## src/rtl/byte_stream_arbiter.sv

```systemverilog
// Round-robin arbiter sharing one byte sink among NUM_SRC byte sources.
// Grants are held for a whole packet (EOP byte or MAX_BURST bytes); the output stage is a single register.
module byte_stream_arbiter #(
    parameter int          NUM_SRC    = 4,
    parameter int          MAX_BURST  = 8,
    parameter bit          EOP_ENABLE = 1'b1,
    parameter logic [7:0]  EOP_BYTE   = 8'h0A,
    localparam int         SW         = (NUM_SRC > 1) ? $clog2(NUM_SRC) : 1
) (
    input  logic                 _clock,
    input  logic                 _reset,
    input  logic [NUM_SRC*8-1:0] _in,
    input  logic [NUM_SRC-1:0]   _in_valid,
    output logic [NUM_SRC-1:0]   _in_ready,
    output logic [7:0]           _out,
    output logic                 _out_valid,
    input  logic                 _out_ready,
    output logic [SW-1:0]        _out_src,
    output logic                 _busy
);

    typedef enum logic {IDLE, GRANT} state_t;

    state_t        state, next_state;
    logic [SW-1:0] grant, last_grant, pick, scan_idx;
    logic          any_valid;
    logic [7:0]    burst_cnt, burst_next, g_byte;
    logic          rdy_g, in_xfer, release_c;

    // Scan downward so the nearest valid source after last_grant is the one left in pick.
    always_comb begin
        pick      = last_grant;
        any_valid = 1'b0;
        scan_idx  = '0;
        for (int k = NUM_SRC; k >= 1; k--) begin
            scan_idx = SW'((int'(last_grant) + k) % NUM_SRC);
            if (_in_valid[scan_idx]) begin
                pick      = scan_idx;
                any_valid = 1'b1;
            end
        end
    end

    assign g_byte     = _in[8*int'(grant) +: 8];
    assign rdy_g      = !_out_valid || _out_ready;
    assign in_xfer    = (state == GRANT) && _in_valid[grant] && rdy_g;
    assign burst_next = (burst_cnt == 8'hFF) ? burst_cnt : burst_cnt + 8'd1;
    assign release_c  = (in_xfer && burst_next == 8'(MAX_BURST))
                     || (EOP_ENABLE && in_xfer && g_byte == EOP_BYTE)
                     || (!EOP_ENABLE && !_in_valid[grant]);

    always_ff @(posedge _clock or negedge _reset) begin
        if (!_reset) begin
            state      <= IDLE;
            grant      <= '0;
            last_grant <= SW'(NUM_SRC - 1);
            burst_cnt  <= '0;
            _out       <= '0;
            _out_valid <= 1'b0;
            _out_src   <= '0;
        end else begin
            state <= next_state;
            if (state == IDLE && any_valid) begin
                grant      <= pick;
                last_grant <= pick;
                burst_cnt  <= '0;
            end
            if (in_xfer) begin
                _out       <= g_byte;
                _out_src   <= grant;
                _out_valid <= 1'b1;
                burst_cnt  <= burst_next;
            end else if (_out_valid && _out_ready) begin
                _out_valid <= 1'b0;
            end
        end
    end

    always_comb begin
        next_state = state;
        case (state)
            IDLE:    if (any_valid) next_state = GRANT;
            GRANT:   if (release_c) next_state = IDLE;
            default: next_state = IDLE;
        endcase
    end

    // Ready to the granted source is combinational on _out_ready for back-to-back bytes.
    always_comb begin
        _in_ready = '0;
        if (state == GRANT && rdy_g) _in_ready[grant] = 1'b1;
    end

    assign _busy = (state == GRANT) || _out_valid;

endmodule

```

## config.mk

```make
export PLATFORM = sky130hd
export DESIGN_NAME = byte_stream_arbiter
export DESIGN_NICKNAME = d
export VERILOG_FILES = /design/src/rtl/byte_stream_arbiter.sv
export SDC_FILE = /design/constraint.sdc
export NUM_CORES = 1
export LEC_CHECK = 0
export CAP_MARGIN = 20
export CORE_MARGIN = 4
export CORE_UTILIZATION = 50
export CTS_BUF_LIST = sky130_fd_sc_hd__clkbuf_4 sky130_fd_sc_hd__clkbuf_8
export CTS_CLUSTER_DIAMETER = 50
export DETAILED_ROUTE_END_ITERATION = 10
export HOLD_SLACK_MARGIN = 0.02
export PLACE_DENSITY = 0.88
export SETUP_SLACK_MARGIN = 0.3
export SYNTH_ARGS = -nofsm -noshare
export SYNTH_HDL_FRONTEND = slang
export SYNTH_SLANG_ARGS = --single-unit
```

## constraint.sdc

```tcl
create_clock -name _clock -period 2.87 [get_ports _clock]
set_clock_uncertainty 0.15 [all_clocks]
set_input_delay 0.574 -clock _clock [delete_from_list [all_inputs] [get_ports _clock]]
set_output_delay 0.574 -clock _clock [all_outputs]
set_load 0.02 [all_outputs]
```

# Word-level counts from Yosys, hierarchy flattened
# Cells that the tools add are included.
# totals
reg_bits	24
inputBits	39
out_inout_bits	16
elab_cells	66
# op_classes
addsub	5
magnitude_cmp	6
n_eq_ne	3
n_shift	1
mux	29
n_bitwise	1
n_reduce_logical	14
# ops
cell	n
$shiftx 32x6->8	1
$mux 8	3
$eq 8x4->1 const B	2
$lt 2x3->1 const B	5
$mux 1	14
$bmux 1 s2	5
$add 8x1->8 const B	1
$eq 8x8->1 const B	1
$logic_and 1x1->1	8
$mux 2	4
$add 2x1->2 const B	2
$add 2x2->2 const B	2
$mux 4	1
$reduce_bool 2->1	2
$logic_or 1x1->1	3
$demux 1 s2	1
$ge 2x1->1 const B	1
$pmux 1 s2	1
$logic_not 1->1	1
$not 1->1	1

# Logic depth before layout (Yosys ltp)
# Gate-level depths: netlist (run 1).
# logic_depth
word_depth	10
mapped_depth	7
mapped_depth_nobuf	6

# Least setup slack after synthesis (run 1)
# OpenSTA, ideal clock, no wires.
# synth_timing
path_kind	input-to-reg
start	input _in_valid[1]
end	register burst_cnt[0]
setup_ps	125
arrival_ps	1842
t_required_ps	2595
slack_ps	753
path_stages	6
path_buffers	2
path_cell_list	buf_6 -> mux4_2 -> and3_4 -> buf_6 -> and2_4 -> mux2_2
# synth_via
elab_chain_len	8
word_cells_on_any_way	19
cone_classes	15 x mux; 4 x reduce/logical
# synth_rtl
item	line	text
start, declared	13	input logic [NUM_SRC-1:0] _in_valid,
$bmux 1 s2	37	if (_in_valid[scan_idx]) begin
$mux 1 (not written as such)	37	
$mux 1 (4 in series)	37	
$logic_and 1x1->1	63	if (state == IDLE && any_valid) begin
$reduce_bool 2->1 (no source line)	--	
end signal, assigned	72	burst_cnt <= burst_next;
end, declared	27	logic [7:0] burst_cnt, burst_next, g_byte;
# Parallel ways exist; a longest one is shown, timed or not. The select of a mux whose other input is x is not followed.
# A chain may end at the register's enable or synchronous reset.

# Final worst setup path (run 1)
# layout_timing
start	input _out_ready
end	output _in_ready[1]
# layout_via
elab_chain_len	3
# layout_rtl
item	line	text
start, declared	17	input logic _out_ready,
$logic_or 1x1->1	45	assign rdy_g = !_out_valid || _out_ready;
$logic_and 1x1->1	91	if (state == GRANT && rdy_g) _in_ready[grant] = 1'b1;
$mux 4	91	
end, declared	14	output logic [NUM_SRC-1:0] _in_ready,
# Every way passes these cells.

==> flow_metrics.env, run 1 <==
export IMPL_status="finished, final reports clean"
export IMPL_cp_max_fo=4
export IMPL_post_route_period_util_pct=86.8
export IMPL_cp_depth=5
export IMPL_crit_type="input port to output pin"
export IMPL_cpLargestDelayFamily="buffers and inverters"
export IMPL_yosysWarnings=0
export IMPL_synth_top_cells_by_area="dfrtp_1 35%, mux4_2 12%, nand2_1 8.2%"
export IMPL_drt_initial_drc_count=43
export IMPL_root_buffer="clkbuf_4"
export IMPL_cp_end_kind="output pin"
export IMPL_first_global_vias=1398
export IMPL_synth_area_mm2=0.00156
export IMPL_die_area_mm2=0.00407
export IMPL_place_congestion=0.878
export IMPL_cellLeakagePower_uw=0.000925
export IMPL_fin_nets=264
export IMPL_postCtsSetupBuffers=0
export IMPL_async_reset_ff_share_pct=100
export IMPL_path_clk_slew_ns=0.12
export IMPL_crit_slowest_cell="clkdlybuf4s50_1"
export IMPL_ant_nets=0
export IMPL_netlist_instances=168
export IMPL_die_w_um=63.8
export IMPL_drcViolationCount=0
export IMPL_path_buf_inv=2
export IMPL_route_met2_wl_um=2180
export IMPL_rows=19
export IMPL_worstHoldPathType="flip-flop to flip-flop"
export IMPL_hold_depth=2
export IMPL_synth_edf_count=0
export IMPL_layout_commonest_cell="clkdlybuf4s50_1"
export IMPL_tightest_slew_ns=0.614
export IMPL_worstPathRequired_ns=2.15
export IMPL_finalPower_uw=2020
export IMPL_grt_max_degree=25
export IMPL_final_cell_mix="50 x clkdlybuf4s50_1, 34 x nand2_1, 22 x dfrtp_1, 13 x nor2_1, 12 x a21oi_1"
export IMPL_io_buffer_count=54
export IMPL_fin_tns_setup_ns=0
export IMPL_synth_nets=208
export IMPL_area_growth_pct=39.3
export IMPL_tritoncts="built"
export IMPL_wl_met3_um=228
export IMPL_numCtsBuffers=3
export IMPL_r2r_cells=6
export IMPL_cp_data_arrival_time_ns=1.77
export IMPL_dp_hpwl_um=3450
export IMPL_netlist_area_leader_share_pct=35.4
export IMPL_drive_gt1_share_pct=13.9
export IMPL_rsz0062_at_grt="false"
export IMPL_syn_avg_cell_area_um2=9.26
export IMPL_n_antenna_cell=0
export IMPL_clk_path_buf_depth=2
export IMPL_start_util_pct=54.5
export IMPL_synth_top_flop_cell="dfrtp_1"
export IMPL_timing_slew_headroom_pct=59.1
export IMPL_cp_cell_sequence="clkdlybuf4s50_1 -> nand2b_1 -> nand3_1 -> nor2_1 -> clkdlybuf4s15_1"
export IMPL_min_period_ns=2.49
export IMPL_postSynthRegisterBits=24
export IMPL_antenna_found_initial=0
export IMPL_clkLatencyLatePin_ns=0.32
export IMPL_hold_viol=0
export IMPL_cp_start_kind="input port"
export IMPL_num_io_pins=55
export IMPL_wl_met1_um=1850
export IMPL_avgViaCountPerCell=6.02
export IMPL_grt_pass1_wl_um=7080
export IMPL_die_h_um=63.8
export IMPL_drv_slew=0
export IMPL_yosys_area_top_type="dfrtp_1"
export IMPL_slowest_delay_ns=0.46
export IMPL_grt_overflow_total=0
export IMPL_dr_pass1_iters=4
export IMPL_p_per_area_mw_per_mm2=931
export IMPL_timing_hold_ws_ns=0.346
export IMPL_ys_types=42
export IMPL_coreArea_mm2=0.00285
export IMPL_ir_drop_mv=0.754
export IMPL_top_layer="met4"
export IMPL_setup_violations=0
export IMPL_vias=1528
export IMPL_final_core_util_pct=76.0
export IMPL_cts_sinks=24
export IMPL_fmax_mhz=402
export IMPL_yosysSeqAreaShare_pct=38.8
export IMPL_htreeDepth=1
export IMPL_grt_use_total_pct=22.5
export IMPL_wl_um=4340
export IMPL_detail_route_wl_per_cell_um=17.1
export IMPL_maxCapViolations=0
[cells in the mapped netlist (all sizes together), types with 2 or more instances]
library cell   n
nand2         34
dfrtp         22
nor2          13
a21oi         12
mux4           9
nand3          7
o21ai          6
buf            5
clkbuf         5
inv            5
nor3           5
a21o           4
a31oi          4
and2           3
and3           3
mux2i          3
o21bai         3
a211oi         2
a311oi         2
dfstp          2
nand2b         2
nand4          2
nor4           2
or2            2
[timing repair]
action                                  in CTS  in global routing
resized for setup                            4                  9
endpoints found under the setup margin       4                  4
hold buffers                                 0                  0
gates cloned                                 0                  0
[stage by stage]
stage	area [um^2]	cells	worst slack, ns
after detailed placement	2130	250	0.0408
after floorplan	1560	168	0.753
after global routing	2170	254	0.308
final	2170	254	0.380
after global placement	2130	250	0.131
after CTS	2180	254	0.319
[layer usage]
metal | track usage (%) | vias up
met3 | 3.33 | 7
met5 | 0 | -
met1 | 29.5 | 736
li1 | - | 725
met2 | 38.1 | 60
met4 | 8.36 | 0
[power breakdown]
group / leakage [uW] / switching, uW / internal (uW)
Clock: 0.0000279 / 104 / 141
Combinational: 0.000604 / 595 / 556
Sequential: 0.000293 / 133 / 488
Total: 0.000925 / 832 / 1190
[sequential cells by signal, summed over array words and instances (netlist names)]
register    flops
_out            8
state           1
burst_cnt       8
last_grant      2
_out_src        2
grant           2
_out_valid      1
[worst min-delay path: cells and delay by family (launching register included)]
| kind | cells | cell delay (ns) |
|---|---|---|
| flops | 1 | 0.37 |
| simple gates | 2 | 0.10 |
[cell type report]
type                            instances  area, um^2
Clock buffer                            3        22.5
Clock inverter                          1        30.0
Fill cell                             202         686
Inverter                                5        18.8
Multi-Input combinational cell        129         876
Sequential cell                        24         603
Tap cell                               31        38.8
Timing Repair Buffer                   61         578
[worst paths after layout]
check	to	from	slack, ns
worst max-delay path	_in_ready[1]	_out_ready	0.38
worst min-delay path	_out[0]$_DFFE_PN0P_	_out[0]$_DFFE_PN0P_	0.35
worst max register to register	state$_DFF_PN0_	burst_cnt[0]$_DFFE_PN0P_	0.79
worst min register to register	_out[0]$_DFFE_PN0P_	_out[0]$_DFFE_PN0P_	0.35
max in group asynchronous	last_grant[0]$_DFFE_PN1P_	_reset	1.84
min in group asynchronous	burst_cnt[4]$_DFFE_PN0P_	_reset	0.44
[kinds of logic (layout without fill, tap and decap cells)]
group           count (synthesis)  count (layout)  synth area share, %
simple gates                   75              75                 22.8
compound gates                 38              38                 15.6
flops                          24              24                 38.8
buf+inv                        15              70                 4.91
mux                            13              13                 15.9
xor+xnor                        2               2                 1.13
fa+ha+maj                       1               1                0.804
(Power assumes the default switching activity.)
==> inputs of run 2 (changes only) <==
--- a/config.mk
+++ b/config.mk
@@ -11,8 +11,10 @@
 export CTS_BUF_LIST = sky130_fd_sc_hd__clkbuf_4 sky130_fd_sc_hd__clkbuf_8
 export CTS_CLUSTER_DIAMETER = 50
 export DETAILED_ROUTE_END_ITERATION = 10
+export GPL_TIMING_DRIVEN = 1
 export HOLD_SLACK_MARGIN = 0.02
 export PLACE_DENSITY = 0.88
+export REMOVE_ABC_BUFFERS = 1
 export SETUP_SLACK_MARGIN = 0.3
 export SYNTH_ARGS = -nofsm -noshare
 export SYNTH_HDL_FRONTEND = slang
==> run 2 against run 1 <==
Worst setup slack got worse by 0.0036 ns. Sequential share of layout area rose by 0.21 points. Register-to-register slack barely moved. Non-clock buffer count fell by 1. Clock power fell by 33%. Critical path type unchanged. Largest cell class unchanged. Highest routed layer unchanged.
==> flow_metrics.env, run 2 (synthesized netlist as in run 1, its figures left out) <==
export IMPL_cp_end_kind="output pin"
export IMPL_cp_start_kind="input port"
export IMPL_p_int_uw=1110
export IMPL_critPathCapture="_in_ready[0]"
export IMPL_ant_nets=0
export IMPL_cp_max_fo=3
export IMPL_numCtsBuffers=3
export IMPL_worstHoldPathType="flip-flop to flip-flop"
export IMPL_htreeDepth=1
export IMPL_antenna_found_initial=0
export IMPL_vias=1515
export IMPL_detail_route_wl_per_cell_um=17.2
export IMPL_clkLatencyLatePin_ns=0.32
export IMPL_wl_um=4340
export IMPL_drive_gt1_share_pct=12.2
export IMPL_io_buffer_count=54
export IMPL_ir_drop_mv=0.539
export IMPL_place_congestion=0.798
export IMPL_min_period_ns=2.49
export IMPL_p_comb_share_pct=59.0
export IMPL_start_util_pct=54.5
export IMPL_clk_path_buf_depth=2
export IMPL_area_growth_pct=38.3
export IMPL_coreArea_mm2=0.00285
export IMPL_final_cell_mix="50 x clkdlybuf4s50_1, 34 x nand2_1, 22 x dfrtp_1, 13 x nor2_1, 12 x a21oi_1"
export IMPL_drt_initial_drc_count=54
export IMPL_dp_cells=249
export IMPL_drv_slew=0
export IMPL_r2r_slack_ns=0.79
export IMPL_maxCapViolations=0
export IMPL_fin_nets=263
export IMPL_p_per_area_mw_per_mm2=895
export IMPL_fin_ws_ns=0.376
export IMPL_hold_viol=0
export IMPL_grt_pass1_wl_um=7110
export IMPL_reg2reg_from="grant[0]$_DFFE_PN0P_"
export IMPL_crit_type="input port to output pin"
export IMPL_rsz0062_at_grt="true"
export IMPL_setup_violations=0
export IMPL_reg_largest_list="_out (8), burst_cnt (8)"
export IMPL_stdcell_area_mm2=0.00215
export IMPL_final_cells=253
export IMPL_tritoncts="built"
export IMPL_num_io_pins=55
export IMPL_n_antenna_cell=0
export IMPL_first_global_vias=1469
export IMPL_grt_overflow_total=0
export IMPL_fin_tns_setup_ns=0
export IMPL_path_clk_slew_ns=0.13
export IMPL_die_h_um=63.8
export IMPL_worstPathRequired_ns=2.15
export IMPL_dr_pass1_iters=5
export IMPL_layout_commonest_cell="clkdlybuf4s50_1"
export IMPL_dp_hpwl_um=3530
export IMPL_grt_use_total_pct=22.3
export IMPL_pwr_share_clk_pct=8.5
export IMPL_post_route_period_util_pct=86.9
export IMPL_avgViaCountPerCell=5.99
export IMPL_cellLeakagePower_uw=0.000914
export IMPL_rows=19
export IMPL_drcViolationCount=0
export IMPL_root_buffer="clkbuf_4"
export IMPL_cp_data_arrival_time_ns=1.77
export IMPL_die_w_um=63.8
export IMPL_reg2reg_to="state$_DFF_PN0_"
export IMPL_tightest_slew_ns=0.517
export IMPL_placed_area_mm2=0.00212
export IMPL_switching_power_uw=814
export IMPL_post_place_ws_ns=0.0864
export IMPL_timing_slew_headroom_pct=64.6
export IMPL_grt_max_degree=25
export IMPL_p_sw_share_pct=42.2
export IMPL_r2r_cells=5
export IMPL_crit_start="_out_ready"
export IMPL_cts_sinks=24
export IMPL_die_area_mm2=0.00407
export IMPL_fmax_mhz=401
export IMPL_status="finished, final reports clean"
export IMPL_seqPwrFrac_pct=32.5
==> run 2: cell count changes in the layout (fill, tap and decap cells not counted) <==
cell             delta
clkbuf_4            +1
clkbuf_2            -3
bufinv_16           -1
dlygate4sd2_1       +1
buf_4               -1
clkdlybuf4s15_1     +2
==> run 2: layout make-up <==
cell class / count / area [um^2]
fillers: 215 / 702
well taps: 31 / 38.8
flip-flops and latches: 24 / 603
inverters: 5 / 18.8
multi-input cells: 129 / 876
clock buffers: 4 / 30.0
repair buffers: 60 / 584
==> run 2: power groups by stage <==
stage	registers, uW	clock network, uW	logic (uW)
6_report	626	163	1140
2_1_floorplan	738	0	576
5_1_grt	649	184	1230
4_1_cts	626	169	1140
3_3_place_gp	621	0	1120
3_5_place_dp	633	0	1150
==> run 2: repair_timing <==
| item | in CTS | in global routing |
|---|---|---|
| resized for setup | 4 | 3 |
| setup endpoints to repair | 4 | 3 |
| buffers inserted | 0 | 0 |
| endpoints found under the hold margin | 0 | 0 |
| hold buffers | 0 | 0 |
==> run 2: how the worst min path moves through the flow <==
stage,startpoint,endpoint,slack (ns),depth (start not counted)
floorplan,_reset,_out[0]$_DFFE_PN0P_,0.13,0
global placement,_out[0]$_DFFE_PN0P_,_out[0]$_DFFE_PN0P_,0.31,2
detailed placement,_out[7]$_DFFE_PN0P_,_out[7]$_DFFE_PN0P_,0.32,2
CTS,_out[7]$_DFFE_PN0P_,_out[7]$_DFFE_PN0P_,0.35,2
global route,_out[2]$_DFFE_PN0P_,_out[2]$_DFFE_PN0P_,0.38,2
finish,_out[2]$_DFFE_PN0P_,_out[2]$_DFFE_PN0P_,0.34,2
==> run 2: worst max-delay path, stage by stage <==
cell	delay (ns)
clkdlybuf4s50_1	0.46
nand2b_1	0.15
nand2_1	0.09
nor3_1	0.13
dlygate4sd2_1	0.36
==> run 2: per-stage QoR <==
step,hold WS [ns],util (%),total power [uW]
6_report,0.343,75.4,1930
5_1_grt,0.379,75.4,2070
4_1_cts,0.348,75.3,1940
3_5_place_dp,0.316,74.4,1790
3_3_place_gp,0.311,74.4,1740
2_1_floorplan,0.128,-,1310
==> run 2: per-layer routing <==
layer	share of wire [%]	vias to the layer above	GRT usage (%)	wire, um
met5	0	-	0	0
met4	1.1	0	5.12	47
met3	4.3	6	4.90	186
met2	56	51	42.6	2440
met1	38	741	25.1	1660
li1	-	717	-	-
==> inputs of run 3 (changes only) <==
--- a/config.mk
+++ b/config.mk
@@ -7,13 +7,13 @@
 export LEC_CHECK = 0
 export CAP_MARGIN = 20
 export CORE_MARGIN = 4
-export CORE_UTILIZATION = 50
+export CORE_UTILIZATION = 46
 export CTS_BUF_LIST = sky130_fd_sc_hd__clkbuf_4 sky130_fd_sc_hd__clkbuf_8
 export CTS_CLUSTER_DIAMETER = 50
 export DETAILED_ROUTE_END_ITERATION = 10
 export GPL_TIMING_DRIVEN = 1
 export HOLD_SLACK_MARGIN = 0.02
-export PLACE_DENSITY = 0.88
+export PLACE_DENSITY = 0.93
 export REMOVE_ABC_BUFFERS = 1
 export SETUP_SLACK_MARGIN = 0.3
 export SYNTH_ARGS = -nofsm -noshare
==> constraint.sdc (replaced) <==
create_clock -name _clock -period 2.5 [get_ports _clock]
set_clock_uncertainty 0.15 [all_clocks]
set_input_delay 0.5 -clock _clock [delete_from_list [all_inputs] [get_ports _clock]]
set_output_delay 0.5 -clock _clock [all_outputs]
set_load 0.02 [all_outputs]
==> run 3 against run 2 <==
Clock power rose by 72%. First-iteration DRC count rose to 2.6 times the previous value. Combinational power is 23% higher. Largest power group unchanged. Non-clock buffer count grew 12. Worst setup slack got worse by 0.014 ns. Critical endpoint is now state$_DFF_PN0_. Global-route usage shrank 0.14 points. Die area grew 7.6%. Sequential power is 19% higher. Utilization down 3.2 points.
==> flow_metrics.env, run 3 (synthesized netlist as in run 1, its figures left out) <==
export IMPL_grt_max_degree=25
export IMPL_dp_cells=270
export IMPL_maxCapViolations=0
export IMPL_start_util_pct=49.3
export IMPL_layout_commonest_cell="clkdlybuf4s50_1"
export IMPL_crit_type="input port to flip-flop"
export IMPL_dr_pass1_iters=5
export IMPL_drt_initial_drc_count=140
export IMPL_wl_um=4580
export IMPL_die_area_mm2=0.00438
export IMPL_n_antenna_cell=0
export IMPL_rsz0062_at_grt="false"
export IMPL_die_h_um=66.1
export IMPL_clk_path_buf_depth=2
export IMPL_worstHoldPathType="flip-flop to flip-flop"
export IMPL_final_core_util_pct=72.2
export IMPL_cellLeakagePower_uw=0.000982
export IMPL_fin_nets=275
export IMPL_vias=1576
export IMPL_num_io_pins=55
export IMPL_first_global_vias=1597
export IMPL_fmax_mhz=468
export IMPL_root_buffer="clkbuf_4"
export IMPL_p_int_uw=1440
export IMPL_p_sw_share_pct=40.9
export IMPL_area_growth_pct=46.4
export IMPL_p_per_area_mw_per_mm2=1070
export IMPL_grt_use_total_pct=22.1
export IMPL_tightest_slew_ns=0.436
export IMPL_fillers=232
export IMPL_cp_start_kind="input port"
export IMPL_cts_sinks=24
export IMPL_drv_slew=0
export IMPL_coreArea_mm2=0.00315
export IMPL_path_clk_slew_ns=0.13
export IMPL_drcViolationCount=0
export IMPL_io_buffer_count=54
export IMPL_seqPwrFrac_pct=30.7
export IMPL_multi_input_area_um2=886
export IMPL_post_place_ws_ns=-0.123
export IMPL_hold_viol=0
export IMPL_drive_gt1_share_pct=20.1
export IMPL_numCtsBuffers=3
export IMPL_ir_drop_mv=0.853
export IMPL_antenna_found_initial=0
export IMPL_pwr_share_clk_pct=11.6
export IMPL_regArea_um2=606
export IMPL_setup_violations=0
export IMPL_min_period_ns=2.14
export IMPL_final_cell_mix="49 x clkdlybuf4s50_1, 34 x nand2_1, 20 x dfrtp_1, 20 x buf_4, 13 x nor2_1"
export IMPL_reg_largest_list="_out (8), burst_cnt (8)"
export IMPL_clkLatencyLatePin_ns=0.32
export IMPL_switching_power_uw=994
export IMPL_avgViaCountPerCell=5.67
export IMPL_htreeDepth=1
export IMPL_ant_nets=0
export IMPL_dp_hpwl_um=3550
export IMPL_cp_data_arrival_time_ns=2.25
export IMPL_cp_max_fo=9
export IMPL_grt_pass1_wl_um=7400
export IMPL_worstPathRequired_ns=2.61
export IMPL_p_comb_share_pct=57.8
export IMPL_tritoncts="built"
export IMPL_cp_end_kind="flip-flop"
export IMPL_status="finished, final reports clean"
export IMPL_final_cells=278
export IMPL_detail_route_wl_per_cell_um=16.5
export IMPL_place_congestion=0.920
export IMPL_fin_ws_ns=0.362
export IMPL_grt_overflow_total=0
export IMPL_rows=20
export IMPL_die_w_um=66.1
export IMPL_timing_slew_headroom_pct=70.2
export IMPL_post_route_period_util_pct=85.5
run 3: worst paths after layout:
| check | slack, ns | endpoint | startpoint | depth (start not counted) |
|---|---|---|---|---|
| max | 0.36 | state$_DFF_PN0_ | _in_valid[1] | 6 |
| min | 0.35 | _out[1]$_DFFE_PN0P_ | _out[1]$_DFFE_PN0P_ | 1 |
| max reg2reg | 0.44 | state$_DFF_PN0_ | burst_cnt[0]$_DFFE_PN0P_ | 6 |
| min reg2reg | 0.35 | _out[1]$_DFFE_PN0P_ | _out[1]$_DFFE_PN0P_ | 1 |
| max in group asynchronous | 1.53 | last_grant[0]$_DFFE_PN1P_ | _reset | 2 |
| min in group asynchronous | 0.38 | _out[0]$_DFFE_PN0P_ | _reset | 2 |
run 3: critical path, stage by stage:
cell and delay [ns]:
clkdlybuf4s50_1 0.48, mux4_2 0.54, and3_4 0.25, and2_4 0.15
a31oi_1 0.18, o31a_1 0.15
run 3: metrics by stage:
step                      cell area, um^2  total power [uW]  TNS [ns]  hold slack (ns)
final                                2280              2430         0            0.349
after CTS                            2240              2370         0            0.355
after global routing                 2280              2600         0            0.388
after detailed placement             2200              2100    -0.377            0.322
after global placement               2200              2030    -0.301            0.307
after floorplan                      1500              1510         0           0.0544
run 3: timing repair:
| item | CTS | global route |
|---|---|---|
| endpoints found under the setup margin | 10 | 3 |
| hold buffers | 0 | 0 |
| pin swaps | 0 | 1 |
| setup buffers | 0 | 4 |
| gates resized for setup | 19 | 6 |
run 3: metal layers:
| metal | track usage [%] | routed length [um] |
|---|---|---|
| met5 | 0 | 0 |
| met4 | 8.88 | 121 |
| met3 | 3.06 | 291 |
| met2 | 39.8 | 2470 |
| met1 | 26.2 | 1700 |
run 3: area by class of cell:
cell class	instances	area share, %
Sequential cell	24	26.6
Tap cell	44	2.42
Inverter	5	0.824
Clock buffer	3	0.989
Multi-Input combinational cell	129	38.9
Clock inverter	1	1.32
Timing Repair Buffer	72	29.0
run 3: power by group through the flow:
stage | registers (uW) | clock network (uW) | logic, uW
after floorplan | 847 | 0 | 661
after global placement | 747 | 0 | 1290
after detailed placement | 758 | 0 | 1350
after CTS | 749 | 287 | 1330
after global routing | 776 | 306 | 1520
final | 745 | 281 | 1400
